## config.mk

```make
export PLATFORM = sky130hd
export DESIGN_NAME = tpm_spi_responder
export DESIGN_NICKNAME = d
export VERILOG_FILES = /design/src/rtl/tpm_spi_pkg.sv /design/src/rtl/tpm_resp_fifo.sv /design/src/rtl/tpm_spi_responder.sv
export SDC_FILE = /design/constraint.sdc
export NUM_CORES = 1
export LEC_CHECK = 0
export CAP_MARGIN = 20
export CORE_MARGIN = 3
export CORE_UTILIZATION = 45
export CTS_BUF_LIST = sky130_fd_sc_hd__clkbuf_8
export DETAILED_ROUTE_END_ITERATION = 10
export GPL_TIMING_DRIVEN = 0
export PLACE_DENSITY = 0.69
export SYNTH_ARGS = -nofsm -noshare
export SYNTH_HDL_FRONTEND = slang
export SYNTH_SLANG_ARGS = --single-unit
export TNS_END_PERCENT = 20
```

## constraint.sdc

```tcl
create_clock -name sys_clk -period 7.7 [get_ports sys_clk]
set_input_delay 1.155 -clock sys_clk [delete_from_list [all_inputs] [get_ports sys_clk]]
set_output_delay 1.155 -clock sys_clk [all_outputs]
set_load 0.05 [all_outputs]
```

## src/rtl/tpm_spi_pkg.sv

```systemverilog
// tpm_spi_pkg: shared constants, header field positions and FSM state type
// for the TPM SPI responder.
package tpm_spi_pkg;

    // Header byte 0 layout.
    localparam int HDR_RW_BIT  = 7;
    localparam int HDR_LEN_MSB = 6;
    localparam int HDR_BYTES   = 4;

    // Default register addresses.
    localparam logic [23:0] DEF_FIFO_ADDR = 24'hD40024;
    localparam logic [23:0] DEF_STS_ADDR  = 24'hD40018;

    // TPM_STS bit positions.
    localparam int STS_VALID_BIT      = 7;
    localparam int STS_CMD_READY_BIT  = 6;
    localparam int STS_DATA_AVAIL_BIT = 4;

    typedef enum logic [1:0] {
        IDLE = 2'd0,
        HDR  = 2'd1,
        DATA = 2'd2,
        DONE = 2'd3
    } tpm_state_e;

    // Status byte as seen by the host: valid, cmdReady when nothing is queued,
    // dataAvail when a response is waiting.
    function automatic logic [7:0] sts_byte(input logic empty);
        logic [7:0] v;
        v                     = 8'h00;
        v[STS_VALID_BIT]      = 1'b1;
        v[STS_CMD_READY_BIT]  = empty;
        v[STS_DATA_AVAIL_BIT] = ~empty;
        return v;
    endfunction

endpackage

```

## src/rtl/tpm_resp_fifo.sv

```systemverilog
// tpm_resp_fifo: circular byte buffer holding the response stream served to
// FIFO reads. Pushes into a full buffer are dropped; pops of an empty one are
// ignored.
module tpm_resp_fifo #(
    parameter int DEPTH = 32
) (
    input  logic                     clk,
    input  logic                     rst,
    input  logic                     i_wr,
    input  logic [7:0]               i_wdata,
    input  logic                     i_rd,
    output logic [7:0]               o_rdata,
    output logic [$clog2(DEPTH):0]   o_level,
    output logic                     o_full,
    output logic                     o_empty
);
    localparam int AW = $clog2(DEPTH);
    localparam logic [AW:0] FULL_LVL = (AW + 1)'(DEPTH);

    logic [7:0]    r_mem [DEPTH];
    logic [AW-1:0] r_wr_ptr;
    logic [AW-1:0] r_rd_ptr;
    logic [AW:0]   r_level;
    logic          w_push;
    logic          w_pop;

    assign o_full  = (r_level == FULL_LVL);
    assign o_empty = (r_level == '0);
    assign o_level = r_level;
    assign o_rdata = r_mem[r_rd_ptr];
    assign w_push  = i_wr && !o_full;
    assign w_pop   = i_rd && !o_empty;

    // Storage array; contents are don't-care after reset.
    always_ff @(posedge clk) begin
        if (w_push) begin
            r_mem[r_wr_ptr] <= i_wdata;
        end
    end

    // Pointers wrap naturally since DEPTH is a power of two.
    always_ff @(posedge clk) begin
        if (rst) begin
            r_wr_ptr <= '0;
            r_rd_ptr <= '0;
            r_level  <= '0;
        end else begin
            if (w_push) r_wr_ptr <= r_wr_ptr + 1'b1;
            if (w_pop)  r_rd_ptr <= r_rd_ptr + 1'b1;
            if (w_push && !w_pop)      r_level <= r_level + 1'b1;
            else if (w_pop && !w_push) r_level <= r_level - 1'b1;
        end
    end

endmodule

```

## src/rtl/tpm_spi_responder.sv

```systemverilog
// tpm_spi_responder: TPM-side SPI FIFO protocol responder running entirely in
// the sys_clk domain. Optional build macro TPM_STS_REG_EN adds a TPM_STS read
// path at STS_ADDR; without it STS_ADDR reads like any other register (0xFF).
//
// state | meaning
// IDLE  | SS inactive, counters cleared
// HDR   | shifting in the 4-byte header, MISO held at 0
// DATA  | transferring len data bytes
// DONE  | all bytes moved, MISO at 1, clocks ignored until SS deasserts
module tpm_spi_responder
    import tpm_spi_pkg::*;
#(
    parameter logic [23:0] FIFO_ADDR     = DEF_FIFO_ADDR,
    parameter logic [23:0] STS_ADDR      = DEF_STS_ADDR,
    parameter int          RESP_DEPTH    = 32,
    parameter bit          SS_ACTIVE_LOW = 1'b1
) (
    input  logic                          sys_clk,
    input  logic                          rst,
    input  logic                          ss_in,
    input  logic                          sclk_in,
    input  logic                          mosi_in,
    output logic                          miso_out,
    output logic [7:0]                    cmd_data,
    output logic                          cmd_valid,
    output logic                          cmd_frame_end,
    input  logic [7:0]                    resp_data,
    input  logic                          resp_wr,
    output logic                          resp_full,
    output logic [$clog2(RESP_DEPTH):0]   resp_level,
    output logic                          xfer_active,
    output logic                          err_underflow
);
`ifdef TPM_STS_REG_EN
    localparam bit STS_EN = 1'b1;
`else
    localparam bit STS_EN = 1'b0;
`endif
    localparam logic SS_IDLE = SS_ACTIVE_LOW;

    logic [1:0]  r_ss_s;
    logic [2:0]  r_sclk_s;
    logic [2:0]  r_mosi_s;
    logic        r_rise;
    logic        r_fall;
    tpm_state_e  r_state;
    logic [2:0]  r_bit_cnt;
    logic [1:0]  r_byte_cnt;
    logic [6:0]  r_shift_in;
    logic [7:0]  r_tx_sh;
    logic [15:0] r_addr_hi;
    logic [6:0]  r_len_m1;
    logic [7:0]  r_remain;
    logic        r_is_read;
    logic        r_is_fifo;
    logic        r_is_sts;
    logic        r_wr_frame;
    logic        r_miso;
    logic [7:0]  r_cmd_data;
    logic        r_cmd_valid;
    logic        r_frame_end;
    logic        r_err;

    logic        w_ss_act;
    logic [7:0]  w_byte;
    logic [23:0] w_addr;
    logic        w_load;
    logic        w_pop;
    logic        w_empty;
    logic [7:0]  w_head;
    logic [7:0]  w_tx_byte;

    // Two-flop synchronizers plus registered sclk edge pulses; MOSI gets one
    // extra stage so it lines up with the edge pulse.
    always_ff @(posedge sys_clk) begin
        if (rst) begin
            r_ss_s   <= {2{SS_IDLE}};
            r_sclk_s <= 3'b000;
            r_mosi_s <= 3'b000;
            r_rise   <= 1'b0;
            r_fall   <= 1'b0;
        end else begin
            r_ss_s   <= {r_ss_s[0], ss_in};
            r_sclk_s <= {r_sclk_s[1:0], sclk_in};
            r_mosi_s <= {r_mosi_s[1:0], mosi_in};
            r_rise   <= r_sclk_s[1] & ~r_sclk_s[2];
            r_fall   <= ~r_sclk_s[1] & r_sclk_s[2];
        end
    end

    assign w_ss_act = SS_ACTIVE_LOW ? ~r_ss_s[1] : r_ss_s[1];
    assign w_byte   = {r_shift_in, r_mosi_s[2]};
    assign w_addr   = {r_addr_hi, w_byte};

    // A new transmit byte is needed on the falling edge at every byte boundary
    // of a read while bytes remain.
    assign w_load = w_ss_act && (r_state == DATA) && r_fall && r_is_read &&
                    (r_bit_cnt == 3'd0) && (r_remain != 8'd0);
    assign w_pop  = w_load && r_is_fifo && !w_empty;

    // Select the byte a read returns from the decoded target register.
    always_comb begin
        w_tx_byte = 8'hFF;
        if (r_is_fifo) begin
            w_tx_byte = w_empty ? 8'hFF : w_head;
        end else if (STS_EN && r_is_sts) begin
            w_tx_byte = sts_byte(w_empty);
        end
    end

    // Protocol FSM: header decode, write delivery and read shifting.
    always_ff @(posedge sys_clk) begin
        if (rst) begin
            r_state     <= IDLE;
            r_bit_cnt   <= 3'd0;
            r_byte_cnt  <= 2'd0;
            r_shift_in  <= 7'd0;
            r_tx_sh     <= 8'd0;
            r_addr_hi   <= 16'd0;
            r_len_m1    <= 7'd0;
            r_remain    <= 8'd0;
            r_is_read   <= 1'b0;
            r_is_fifo   <= 1'b0;
            r_is_sts    <= 1'b0;
            r_wr_frame  <= 1'b0;
            r_miso      <= 1'b0;
            r_cmd_data  <= 8'd0;
            r_cmd_valid <= 1'b0;
            r_frame_end <= 1'b0;
            r_err       <= 1'b0;
        end else begin
            r_cmd_valid <= 1'b0;
            r_frame_end <= 1'b0;
            if (!w_ss_act) begin
                r_state    <= IDLE;
                r_miso     <= 1'b0;
                r_wr_frame <= 1'b0;
                if (r_wr_frame) r_frame_end <= 1'b1;
            end else begin
                case (r_state)
                    IDLE: begin
                        r_state    <= HDR;
                        r_bit_cnt  <= 3'd0;
                        r_byte_cnt <= 2'd0;
                        r_shift_in <= 7'd0;
                        r_tx_sh    <= 8'd0;
                        r_miso     <= 1'b0;
                        r_is_fifo  <= 1'b0;
                        r_is_sts   <= 1'b0;
                    end
                    HDR: begin
                        if (r_rise) begin
                            r_shift_in <= w_byte[6:0];
                            r_bit_cnt  <= r_bit_cnt + 3'd1;
                            if (r_bit_cnt == 3'd7) begin
                                r_byte_cnt <= r_byte_cnt + 2'd1;
                                if (r_byte_cnt == 2'd0) begin
                                    r_is_read <= w_byte[HDR_RW_BIT];
                                    r_len_m1  <= w_byte[HDR_LEN_MSB:0];
                                end else if (r_byte_cnt == 2'(HDR_BYTES - 1)) begin
                                    r_state    <= DATA;
                                    r_remain   <= {1'b0, r_len_m1} + 8'd1;
                                    r_is_fifo  <= (w_addr == FIFO_ADDR);
                                    r_is_sts   <= (w_addr == STS_ADDR);
                                    r_wr_frame <= !r_is_read && (w_addr == FIFO_ADDR);
                                end else begin
                                    r_addr_hi <= {r_addr_hi[7:0], w_byte};
                                end
                            end
                        end
                    end
                    DATA: begin
                        if (r_rise) begin
                            r_shift_in <= w_byte[6:0];
                            r_bit_cnt  <= r_bit_cnt + 3'd1;
                            if (r_bit_cnt == 3'd7) begin
                                if (!r_is_read && r_is_fifo) begin
                                    r_cmd_data  <= w_byte;
                                    r_cmd_valid <= 1'b1;
                                end
                                r_remain <= r_remain - 8'd1;
                                if (r_remain == 8'd1) begin
                                    r_state <= DONE;
                                    r_miso  <= 1'b1;
                                end
                            end
                        end else if (r_fall) begin
                            if (w_load) begin
                                r_tx_sh <= w_tx_byte;
                                r_miso  <= w_tx_byte[7];
                                if (r_is_fifo && w_empty) r_err <= 1'b1;
                            end else begin
                                r_tx_sh <= {r_tx_sh[6:0], 1'b0};
                                r_miso  <= r_tx_sh[6];
                            end
                        end
                    end
                    DONE: begin
                        r_miso <= 1'b1;
                    end
                    default: r_state <= IDLE;
                endcase
            end
        end
    end

    tpm_resp_fifo #(
        .DEPTH (RESP_DEPTH)
    ) u_resp_fifo (
        .clk     (sys_clk),
        .rst     (rst),
        .i_wr    (resp_wr),
        .i_wdata (resp_data),
        .i_rd    (w_pop),
        .o_rdata (w_head),
        .o_level (resp_level),
        .o_full  (resp_full),
        .o_empty (w_empty)
    );

    assign miso_out      = r_miso;
    assign cmd_data      = r_cmd_data;
    assign cmd_valid     = r_cmd_valid;
    assign cmd_frame_end = r_frame_end;
    assign xfer_active   = w_ss_act;
    assign err_underflow = r_err;

endmodule

```

### After elaboration in Yosys (flattened, before gate mapping)

Memory sizes are Yosys's and may differ from the RTL's. A register that Yosys moved wholly into a read port is not among the register bits.
Cells that the tools add are included.

| operators by class | value |
|---|---|
| $add $sub $neg | 8 |
| equality and inequality tests | 21 |
| mux-type cells | 47 |
| bitwise logic cells | 10 |
| reductions and logical operators | 47 |

Operator list:

| cell | count |
|---|---|
| $mux 8 | 8 |
| $mux 7 | 4 |
| $pmux 7 s2 | 2 |
| $eq 24x24->1 const B | 1 |
| $mux 2 | 9 |
| $reduce_and 6->1 | 3 |
| $pmux 8 s2 | 1 |
| $reduce_and 8->1 | 2 |
| $reduce_and 5->1 | 3 |
| $logic_and 1x1->1 | 14 |
| $ne 2x2->1 const B | 7 |
| $mux 1 | 13 |
| $mux 6 | 2 |
| $reduce_and 4->1 | 3 |
| $add 5x1->5 const B | 2 |
| $mux 5 | 2 |
| $reduce_bool 2->1 | 5 |
| $add 7x1->8 const B | 1 |
| $eq 8x1->1 const B | 1 |
| $not 1->1 | 8 |
| $reduce_bool 8->1 | 1 |
| $sub 8x1->8 const B | 1 |
| $add 6x1->6 const B | 1 |
| $eq 2x2->1 const B | 3 |
| other kinds (24) | 36 |

| word-level totals | value |
|---|---|
| register bits | 93 |
| bits in writable memories | 256 |
| output and inout bits | 20 |
| logic and storage cells | 158 |
| memories | 1 |

Memory list:

| memory | depth | width | rd ports | clocked after memory_dff | write ports | line | text |
|---|---|---|---|---|---|---|---|
| u_resp_fifo.r_mem | 32 | 8 | 1 | 1 | 1 | tpm_resp_fifo.sv:20 | `logic [7:0] r_mem [DEPTH];` |

### Logic depth before layout (Yosys ltp)

Gate-level depths: netlist (run 1).

| logic depth | value |
|---|---|
| depth after elaboration | 12 |
| depth in mapped cells | 13 |
| gate-level depth less buffers | 13 |

### Hierarchy

A second synthesis (run 1) with hierarchy kept.

| unflattened totals | value |
|---|---|
| cell total of the unflattened synthesis | 1031 |
| area total of the unflattened synthesis | 14671.6 um^2 |

Modules (own cells, without submodules):

| module | times used | cells an instance | area an instance (um^2) | sequential area each (um^2) |
|---|---|---|---|---|
| tpm_resp_fifo | 1 | 626 | 11086.9 | 8107.8 |
| tpm_spi_responder | 1 | 405 | 3584.7 | 1541.5 |

### Worst setup path before layout (run 1)

Ideal clock, no wire load.

| timing path | value |
|---|---|
| path kind | register to output |
| start | reg u_resp_fifo.r_level[0], in the netlist u_resp_fifo.o_level[0] |
| end | out resp_full |
| arrival time | 2.212 ns |
| data required time | 6.545 ns |
| setup slack | 4.333 ns |
| stages on the path, launching flop included | 3 |
| path buffers | 0 |
| path through | dfxtp_1 or4_4 nor3_1 |

| on the way | value |
|---|---|
| word-level cells in the longest chain between the ends | 1 |

Ends and longest elaborated chain:

| what | line | text |
|---|---|---|
| start, declared | tpm_resp_fifo.sv:23 | `logic [AW:0] r_level;` |
| start signal, assigned | tpm_resp_fifo.sv:50 | `if (w_push && !w_pop) r_level <= r_level + 1'b1;` |
| start signal, assigned | tpm_resp_fifo.sv:51 | `else if (w_pop && !w_push) r_level <= r_level - 1'b1;` |
| $eq 6x6->1 | tpm_resp_fifo.sv:27 | `assign o_full = (r_level == FULL_LVL);` |
| end, declared | tpm_spi_responder.sv:29 | `output logic resp_full,` |

Every way passes these cells.

### Worst setup path in the final report (run 1)

Ends and elaborated chain as after synthesis.

==> results.md, run 1 <==
* CP arrival at about 2500 ps
* CP max stage cell: clkdlybuf4s50_1
* Reg2reg path depth at 13
* Data required, critical path at roughly 6600 ps
* R2R Setup Slk at between 4000 and 5000 ps
* CP startpoint kind: register
* Root Driver: clkbuf_8
* Finish-stage setup viols at 0
* Placed insts at ~1.4k
* Total CTS buffers at 56
* Status: finished clean
* Vias at roughly 8.9k
* Fmax at 273 MHz
* Synth Area in Compound Gates at slightly above 6%
* Top Ports at 34
* Post-Synthesis Net Count at 1045
* Synth Instances at 1007
* Xor and xnor area share after synthesis at under 10%
* Largest family of logic cells by synthesized area: multiplexers
* Slew of the pin with the lowest slew margin at roughly 940 ps
* Gates resized, CTS repair at 0
* Power Density at ~240 nW/um2
* Nets at about 1.1k
* Peak VDD IR at about 0.20 mV
* Post-synthesis mux area share at between 10% and 20%
* Adder-cell share of the synthesized area at 2.11%
* Post-CTS Setup Inserts at 0
* Ys async rst share at 0%
* DR iter-0 viols at around 800
* RSZ-0062 raised after global routing: no
* Fin cells at about 1.6k
* CP endpoint kind: output pin
* Max cap viols at 0
* DIE AREA at roughly 35000 um2
* Syn avg cell area at between 10 and 15 um2
* Post-route DRC at 0
* Vias in the first global route at between 8k and 9k
* CP Max Fanout at 5
* DPL Wire Length at 21400 um
* Hold Crit Depth at 1
* CTS Sinks at 354
* Area after DPL at approximately 15000 um2
* PortBufs at 32
* Number of H-tree levels at 2
* Row cnt at between 60 and 70
* Antenna Cells at 0
* P_leak at approximately 5.5 nW
* First-pass GRT wire length at ~50000 um
* Slew Limit Fails at 0
* Critical-path cell list: or4_4, nor3_1, clkdlybuf4s50_1
* GP Congestion at approximately 0.9
* Finished Cell Area at 16600 um2
* CTS Hold Buffers Added at 0
* Worst setup path class: register to output pin
* Worst Hold Class: register to register
* WL final at roughly 33000 um
* Gr usage total at between 10% and 20%
* Share of cells above drive strength 1 at between 15 and 20%
* Top delay family on crit path: buffers and inverters
* Core ar. at 31700 um2
* Worst min-delay path startpoint: r_ss_s[0]$_SDFF_PP1_
* Reg-to-reg endpoint: u_resp_fifo.o_level[5]$_SDFFE_PP0P_
* Max Clock Skew at 31.4 ps
* Worst rel slew slack at 37.3%
* Synth warn at 0
* Register clock-pin slew on the reported worst setup and hold paths at roughly 60 ps
* Clock Latency Late Sink at approximately 600 ps
* CP peak stage delay at just over 800 ps
* Simple-gate portion of the synthesized area at 10.6%
* DIE HEIGHT at between 150 and 200 um
* Sequential fraction of the synthesis area at between 60% and 70%
* Starting Density at 45.9%
* Final hold vios at 0
* Buf+Inv Stages, Crit Path at 1
* Overflow after GRT at 0
* Netlist cell types at 68
* Maximum number of pins on one net before global-route repair at 33
* Clock Path Buffers at 3
* WP depth at 3
* Final critical-path required period at around 3700 ps
* Initial antenna violation count at 0
* Post-synth EDFFs at ~260
* Final Cycle Share at a little under half
* TritonCTS clock tree: built
* Layout Area Growth over Synthesis at 14.1%
* Main synth FF type: edfxtp_1
* Vias per inst at between 5 and 6
* Fin Setup TNS at 0 ps
* Routed Antenna Nets at 0
* Synthesis-stage register bit count at approximately 350
* Post-Syn Area at approximately 15000 um2
* Hold endpoint: r_ss_s[1]$_SDFF_PP1_
* Die width at approximately 190 um
* TritonRoute pass-1 iters at 5
* Worst reg2reg startpoint: r_remain[0]$_SDFFE_PP0P_
* DR WL/cell at 21.1 um
* Core Util, Final at a little over half
-- worst register-to-register path, stage by stage, from the launching register on --
cell and delay [ps]:
dfxtp_1 400, inv_1 90, ha_1 230, nor3b_1 210, a211oi_4 570, nand2_4 220
ha_1 300, inv_1 190, ha_1 270, a21o_1 170, a21oi_1 270, o21ai_0 120
nand4_1 100, mux2_2 330
-- cells in the mapped netlist (11+ instances only) --
master    number  area (um2)
nor2b_1       14        87.6
nand2_1       73         274
inv_1         20        75.1
dfxtp_1       98        1960
nand3_1       52         260
buf_2         14        70.1
mux4_2        52        1170
ha_1          23         288
a22oi_1       20         150
nor3_1        11        55.1
a21oi_1       43         215
clkbuf_1      25        93.8
o21ai_0       16        80.1
edfxtp_1     256        7690
nor2_1        95         357
mux2i_1       44         440
-- layout by cell type, fill, tap and decap left out, types with 32 or more instances in the layout --
master,count
clkdlybuf4s50_1,32
mux4_2,52
edfxtp_1,256
mux2i_1,44
clkbuf_8,65
nor2_1,95
nand3_1,52
inv_1,44
nand2_1,73
a21oi_1,43
dfxtp_1,98
-- worst max-delay path by stage --
stage	startpoint	end	slack (ps)
global placement	resp_wr	u_resp_fifo.o_level[5]$_SDFFE_PP0P_	4090
global route	r_remain[0]$_SDFFE_PP0P_	u_resp_fifo.o_level[5]$_SDFFE_PP0P_	3870
finish	u_resp_fifo.o_level[0]$_SDFFE_PP0P_	resp_full	4030
CTS	u_resp_fifo.o_level[0]$_SDFFE_PP0P_	resp_full	3980
floorplan	u_resp_fifo.o_level[0]$_SDFFE_PP0P_	resp_full	4330
detailed placement	resp_wr	u_resp_fifo.o_level[5]$_SDFFE_PP0P_	4040
-- metrics by stage --
stage | setup slack, ps | total power, mW | hold slack, ps
finish | 4030 | 3.91 | 410
global route | 3870 | 4.06 | 422
CTS | 3980 | 3.93 | 414
detailed placement | 4040 | 2.45 | 404
global placement | 4090 | 2.44 | 392
floorplan | 4330 | 2.35 | 383
-- flip-flops by register name (all words and copies together), names as in the netlist, 2 cells and up, named ones only --
| name | count |
|---|---|
| r_mosi_s | 3 |
| r_tx_sh | 7 |
| cmd_data | 8 |
| u_resp_fifo.o_level | 6 |
| r_len_m1 | 7 |
| r_addr_hi | 16 |
| u_resp_fifo.r_wr_ptr | 5 |
| r_byte_cnt | 2 |
| r_shift_in | 7 |
| r_ss_s | 2 |
| r_sclk_s | 3 |
| u_resp_fifo.r_rd_ptr | 5 |
| r_remain | 8 |
| r_state | 2 |
| r_bit_cnt | 3 |
| u_resp_fifo.r_mem | 256 |
-- layer usage --
| metal | wire, um | GRT usage, % | vias up |
|---|---|---|---|
| met4 | 934 | 5.96 | 0 |
| met1 | 14200 | 26.2 | 4392 |
| li1 | - | - | 4055 |
| met3 | 2520 | 4.89 | 75 |
| met5 | 0 | 0 | - |
| met2 | 15100 | 29.8 | 351 |
-- kinds of logic (layout without fill, tap and decap cells) --
group           Yosys count  in the layout
fa+ha+maj                24             24
flops                   354            354
compound gates          130            130
buf+inv                  73            216
xor+xnor                 17             17
mux                      99             99
simple gates            310            310
-- report_power, final --
group          internal (mW)  switching (mW)
Combinational          0.116           0.195
Sequential              2.08          0.0296
Clock                  0.767           0.720
-- area by class of cell --
type                       instances  area [um2]
buffer                            53         293
clock buffer                      65         895
clock inverter                    38         159
fill                            2663       15100
inverter                          20        75.1
multi-input combinational        580        4540
sequential                       354        9650
tap                              402         503
timing repair buffer              40         490
(Power assumes the default switching activity.)
==> inputs of run 2 (changes only) <==
--- a/config.mk
+++ b/config.mk
@@ -11,7 +11,7 @@
 export CTS_BUF_LIST = sky130_fd_sc_hd__clkbuf_8
 export DETAILED_ROUTE_END_ITERATION = 10
 export GPL_TIMING_DRIVEN = 0
-export PLACE_DENSITY = 0.69
+export PLACE_DENSITY = 0.71
 export SYNTH_ARGS = -nofsm -noshare
 export SYNTH_HDL_FRONTEND = slang
 export SYNTH_SLANG_ARGS = --single-unit
==> constraint.sdc (replaced) <==
create_clock -name sys_clk -period 3.2 [get_ports sys_clk]
set_input_delay 0.48 -clock sys_clk [delete_from_list [all_inputs] [get_ports sys_clk]]
set_output_delay 0.48 -clock sys_clk [all_outputs]
set_load 0.05 [all_outputs]
==> run 2 against run 1 <==
Net effect: cell count down 0.13%; non-clock buffer count unchanged; flip-flop and latch count stayed put; via count shrank 0.34%; first-iteration DRC count grew 4.5%; utilization shrank 0.12 points; count of clock-buffer cells in the layout shrank 5; critical path type is now register to register.
==> results.md, run 2 (synthesis gave the netlist of run 1 again) <==
* Starting Density at a little under half
* Final Worst Setup Slack at roughly 160 ps
* Met1 Usage GRT at 26.4%
* WHS at between 300 and 400 ps
* Top delay family on crit path: simple AND/OR/NAND/NOR gates
* Status: finished clean
* Row cnt at 65
* Number of fillers in the final layout at 2615
* Gr usage total at slightly below 20%
* Reg-to-reg endpoint: u_resp_fifo.o_level[5]$_SDFFE_PP0P_
* Maximum number of pins on one net before global-route repair at 33
* CP Max Fanout at 10
* Antenna Cells at 0
* Overflow after GRT at 0
* Post-route DRC at 0
* DIE AREA at 34500 um2
* Final critical-path required period at around 3000 ps
* Slew of the pin with the lowest slew margin at about 1100 ps
* DR WL/cell at between 20 and 25 um
* GP Congestion at between 0.8 and 0.9
* Critical path startpoint: u_resp_fifo.o_level[0]$_SDFFE_PP0P_
* WL final at ~33000 um
* First-pass GRT wire length at about 51000 um
* Met2 usage at between 30 and 40%
* Fmax at between 300 and 400 MHz
* Die width at around 190 um
* Largest register FFs at approximately 260
* Vias at roughly 9k
* CP peak stage delay at 600 ps
* FF+latch area at 9650 um2
* CP endpoint kind: register
* Clock Path Buffers at 3
* Buf+Inv Stages, Crit Path at 1
* Max cap viols at 0
* Finish-stage setup viols at 0
* Total CTS buffers at 54
* Nets at around 1.1k
* CP arrival at 3510 ps
* Hold endpoint: r_sclk_s[2]$_SDFF_PP0_
* TritonCTS clock tree: built
* Slew Limit Fails at 0
* Clock Latency Late Sink at 620 ps
* Power Density at roughly 570 nW/um2
* Layout Area Growth over Synthesis at 13.8%
* DPL Wire Length at ~22000 um
* Final hold vios at 0
* Grt met3 use at about 5%
* Worst min-delay path startpoint: rst
* Initial antenna violation count at 0
* Routed Antenna Nets at 0
* Setup slack at placement at -284 ps
* Core ar. at between 30000 and 40000 um2
* DIE HEIGHT at 186 um
* Data required, critical path at around 3700 ps
* PortBufs at 32
* Root Driver: clkbuf_8
* CTS Hold Buffers Added at 0
* Worst rel slew slack at 27.2%
* Most common cell after layout, fill and taps aside: edfxtp_1
* Largest registers: u_resp_fifo.r_mem (256), r_addr_hi (16)
* Number of H-tree levels at 2
* Share of cells above drive strength 1 at between 15 and 20%
* Top Ports at 34
* Worst Hold Class: input port to register
* Worst setup path class: register to register
* R2R Setup Slk at ~160 ps
* Worst reg2reg startpoint: u_resp_fifo.o_level[0]$_SDFFE_PP0P_
* Most Crowded Layer GR: met2
* CP startpoint kind: register
* Core Util, Final at 52.2%
* Most frequent cells in the layout: edfxtp_1, dfxtp_1, nor2_1
* CP max stage cell: or4_4
* Vias per inst at 5.71
* RSZ-0062 raised after global routing: no
* Multi-input gate area at 4560 um2
* Peak VDD IR at roughly 0.54 mV
* Reg2reg path depth at 11
* TritonRoute pass-1 iters at 5
* Register clock-pin slew on the reported worst setup and hold paths at roughly 60 ps
* Hold Crit Depth at 2
* P_leak at roughly 5.4 nW
* Vias in the first global route at 8781
* DR iter-0 viols at approximately 830
* Max Clock Skew at 38.8 ps
* Critical-path cell list: or4_4, o31a_4, nand2_8, ha_2, inv_2, ha_1, a21o_1, a21oi_2, nand4b_1, nand4_1, mux2_2
* Reg with most FFs: u_resp_fifo.r_mem
* Final Cycle Share at roughly 95%
* CTS Sinks at approximately 350
[run 2: cell type report]
cell class	count	area share, %
buffer	53	1.77
clock buffer	60	4.98
clock inverter	41	1.25
inverter	20	0.453
multi-input combinational	580	27.5
sequential	354	58.2
tap	402	3.04
timing repair buffer	40	2.73
[run 2: per-layer routing]
| layer | wire, um | vias up |
|---|---|---|
| li1 | - | 4040 |
| met4 | 1060 | 0 |
| met1 | 13600 | 4308 |
| met3 | 2980 | 86 |
| met2 | 15600 | 409 |
| met5 | 0 | - |
[run 2: through the flow]
step                      cells  total power, mW  cell area [um2]  setup TNS, ps
after global placement     1441             5.88            15400           -250
after floorplan            1007             5.64            14600              0
after CTS                  1544             9.43            16400              0
final                      1550             9.37            16600              0
after detailed placement   1442             5.90            15400           -354
after global routing       1550             9.72            16600              0
[run 2: worst register-to-register path, cell delays in order, from the launching register on]
cell	delay (ps)
dfxtp_1	360
or4_4	600
o31a_4	360
nand2_8	140
ha_2	210
inv_2	80
ha_1	280
a21o_1	190
a21oi_2	190
nand4b_1	140
nand4_1	100
mux2_2	280
[run 2: power by group]
| group | switching [mW] | total, mW | leakage, nW | internal (mW) |
|---|---|---|---|---|
| Clock | 1.72 | 3.54 | 0.630 | 1.81 |
| Sequential | 0.0722 | 5.08 | 3.10 | 5.00 |
| Combinational | 0.480 | 0.759 | 1.71 | 0.278 |
[run 2: repair_timing]
| item | in CTS | in global routing |
|---|---|---|
| setup buffers | 1 | 0 |
| endpoints found under the setup margin | 3 | 1 |
| gates cloned | 0 | 0 |
| pin swaps | 1 | 0 |
| gates resized for setup | 2 | 3 |
[run 2: worst max-delay path by stage]
stage	to	depth (start not counted)
2_1_floorplan	u_resp_fifo.o_level[5]$_SDFFE_PP0P_	11
5_1_grt	u_resp_fifo.o_level[5]$_SDFFE_PP0P_	11
6_report	u_resp_fifo.o_level[5]$_SDFFE_PP0P_	11
3_5_place_dp	u_resp_fifo.o_level[5]$_SDFFE_PP0P_	13
4_1_cts	u_resp_fifo.o_level[5]$_SDFFE_PP0P_	11
3_3_place_gp	u_resp_fifo.o_level[5]$_SDFFE_PP0P_	13
==> inputs of run 3 (changes only) <==
--- a/config.mk
+++ b/config.mk
@@ -5,13 +5,15 @@
 export SDC_FILE = /design/constraint.sdc
 export NUM_CORES = 1
 export LEC_CHECK = 0
-export CAP_MARGIN = 20
+export CAP_MARGIN = 40
 export CORE_MARGIN = 3
 export CORE_UTILIZATION = 45
 export CTS_BUF_LIST = sky130_fd_sc_hd__clkbuf_8
 export DETAILED_ROUTE_END_ITERATION = 10
 export GPL_TIMING_DRIVEN = 0
+export MAX_ROUTING_LAYER = met4
 export PLACE_DENSITY = 0.71
+export SETUP_SLACK_MARGIN = 0.15
 export SYNTH_ARGS = -nofsm -noshare
 export SYNTH_HDL_FRONTEND = slang
 export SYNTH_SLANG_ARGS = --single-unit
==> run 3 against run 2 <==
Net effect: global-route usage rose by 0.71 points; wire length up 0.66%; largest power group unchanged; worst setup slack improved by 82 ps; clock skew is 11 ps lower.
==> results.md, run 3 (synthesis gave the netlist of run 1 again) <==
* Setup slack at placement at -297 ps
* Clock Latency Late Sink at around 600 ps
* DR iter-0 viols at 990
* Initial antenna violation count at 0
* Comb pwr share at 8.4%
* WL final at between 30000 and 40000 um
* Final hold vios at 0
* Worst setup path class: register to output pin
* Top delay family on crit path: buffers and inverters
* Starting Density at a little under half
* Nets at between 1k and 1.5k
* Row cnt at 65
* Overflow after GRT at 0
* Gr usage total at about 20%
* DR WL/cell at ~22 um
* Antenna Cells at 0
* Vias per inst at 5.81
* Slew Limit Fails at 0
* Power Density at 554 nW/um2
* Root Driver: clkbuf_8
* R2R Setup Slk at roughly 260 ps
* CTS Sinks at about 350
* Critical-path cell list: or4_4, nor3_1, clkdlybuf4s50_1
* Buf+Inv Stages, Crit Path at 1
* Reg with most FFs: u_resp_fifo.r_mem
* Fin Setup TNS at 0 ps
* Vias at about 9k
* Die width at ~190 um
* Final Cycle Share at ~93%
* CP endpoint kind: output pin
* Final Worst Setup Slack at around 240 ps
* Finish-stage setup viols at 0
* Routed Antenna Nets at 0
* Largest registers: u_resp_fifo.r_mem (256), r_addr_hi (16)
* Largest register FFs at about 260
* Slew of the pin with the lowest slew margin at 883 ps
* TritonCTS clock tree: built
* RSZ-0062 raised after global routing: no
* Reg-to-reg endpoint: u_resp_fifo.o_level[5]$_SDFFE_PP0P_
* Vias in the first global route at approximately 9.0k
* Reg2reg path depth at 11
* CP Max Fanout at 5
* Share of cells above drive strength 1 at 16.6%
* Worst Hold Class: input port to register
* Clock Path Buffers at 3
* Register clock-pin slew on the reported worst setup and hold paths at 60 ps
* Data required, critical path at ~2700 ps
* DPL Wire Length at approximately 22000 um
* PortBufs at 32
* TritonRoute pass-1 iters at 5
* DIE AREA at around 35000 um2
* Worst reg2reg startpoint: u_resp_fifo.o_level[0]$_SDFFE_PP0P_
* CTS Hold Buffers Added at 0
* P_leak at approximately 5.4 nW
* WP depth at 3
* Critical path destination: resp_full
* Top Ports at 34
* Total CTS buffers at 55
* Total power at 9.19 mW
* Peak VDD IR at roughly 0.64 mV
* Max cap viols at 0
* Clock share of power at between 30% and 40%
* First-pass GRT wire length at 51100 um
* CP max stage cell: clkdlybuf4s50_1
* Core ar. at ~32000 um2
* WHS at 331 ps
* CP peak stage delay at ~820 ps
* CP startpoint kind: register
* DIE HEIGHT at 186 um
* Most common cell after layout, fill and taps aside: edfxtp_1
* Internal power at approximately 6.9 mW
* Status: finished clean
* Maximum number of pins on one net before global-route repair at 25
* Post-route DRC at 0
* Critical path startpoint: u_resp_fifo.o_level[0]$_SDFFE_PP0P_
* CP arrival at ~2500 ps
* Layout Area Growth over Synthesis at 13.9%
* Seq pwr share at between 50% and 60%
* Fmax at between 300 and 400 MHz
* Most frequent cells in the layout: edfxtp_1, nor2_1, dfxtp_1
* Switching Fraction at 24.5%
* NetSw at 2.25 mW
* GP Congestion at ~0.90
* Final critical-path required period at slightly below 3000 ps
* Max Clock Skew at approximately 28 ps
* Number of H-tree levels at 2
* Worst rel slew slack at slightly above 40%
==> run 3: cell count changes in the layout (fill, tap and decap cells not counted), moves of 2 or more <==
cell	delta
clkbuf_8	-3
clkinv_2	-2
clkinv_1	+7
dfxtp_2	+5
buf_16	+2
buf_4	+7
dfxtp_1	-5
inv_1	-8
==> run 3: layout make-up <==
type                            count  area, um2
Clock buffer                       57        785
Timing Repair Buffer               48        538
Fill cell                        2632      15100
Multi-Input combinational cell    580       4560
Clock inverter                     38        169
Sequential cell                   354       9660
Inverter                           20       77.6
Buffer                             52        289
Tap cell                          402        503
==> run 3: how the worst min path moves through the flow <==
stage                           start                     end  slack (ps)  cells past startpoint
2_1_floorplan  r_sclk_s[2]$_SDFF_PP0_       r_rise$_SDFF_PP0_         380                      1
3_3_place_gp   r_sclk_s[2]$_SDFF_PP0_       r_rise$_SDFF_PP0_         390                      1
3_5_place_dp     r_ss_s[0]$_SDFF_PP1_    r_ss_s[1]$_SDFF_PP1_         400                      1
4_1_cts                           rst  r_sclk_s[2]$_SDFF_PP0_         310                      2
5_1_grt                           rst  r_sclk_s[2]$_SDFF_PP0_         400                      2
6_report                          rst  r_sclk_s[2]$_SDFF_PP0_         330                      2
==> run 3: stage by stage <==
stage	cell area [um2]	std cells	util (%)
6_report	16600	1551	52.3
5_1_grt	16600	1551	52.3
4_1_cts	16500	1548	52.2
3_5_place_dp	15600	1452	49.1
3_3_place_gp	15400	1441	48.5
2_1_floorplan	14600	1007	-
==> run 3: what timing repair did <==
item | CTS | global route
pin swaps | 1 | 3
setup buffers | 1 | 3
setup endpoints to repair | 3 | 1
resized for setup | 5 | 4
==> run 3: routing by layer <==
metal	vias up	routed length [um]	GRT usage [%]
met2	398	15700	31.0
met1	4490	13900	26.5
li1	4041	-	-
met4	0	971	6.55
met3	87	2860	4.79
met5	-	0	-
==> run 3: power by group through the flow <==
stage | Combinational (mW) | Clock [mW] | Sequential (mW)
global route | 0.837 | 3.61 | 5.09
global placement | 0.709 | 0 | 5.17
finish | 0.775 | 3.34 | 5.08
CTS | 0.761 | 3.40 | 5.08
floorplan | 0.387 | 0 | 5.26
detailed placement | 0.748 | 0 | 5.18
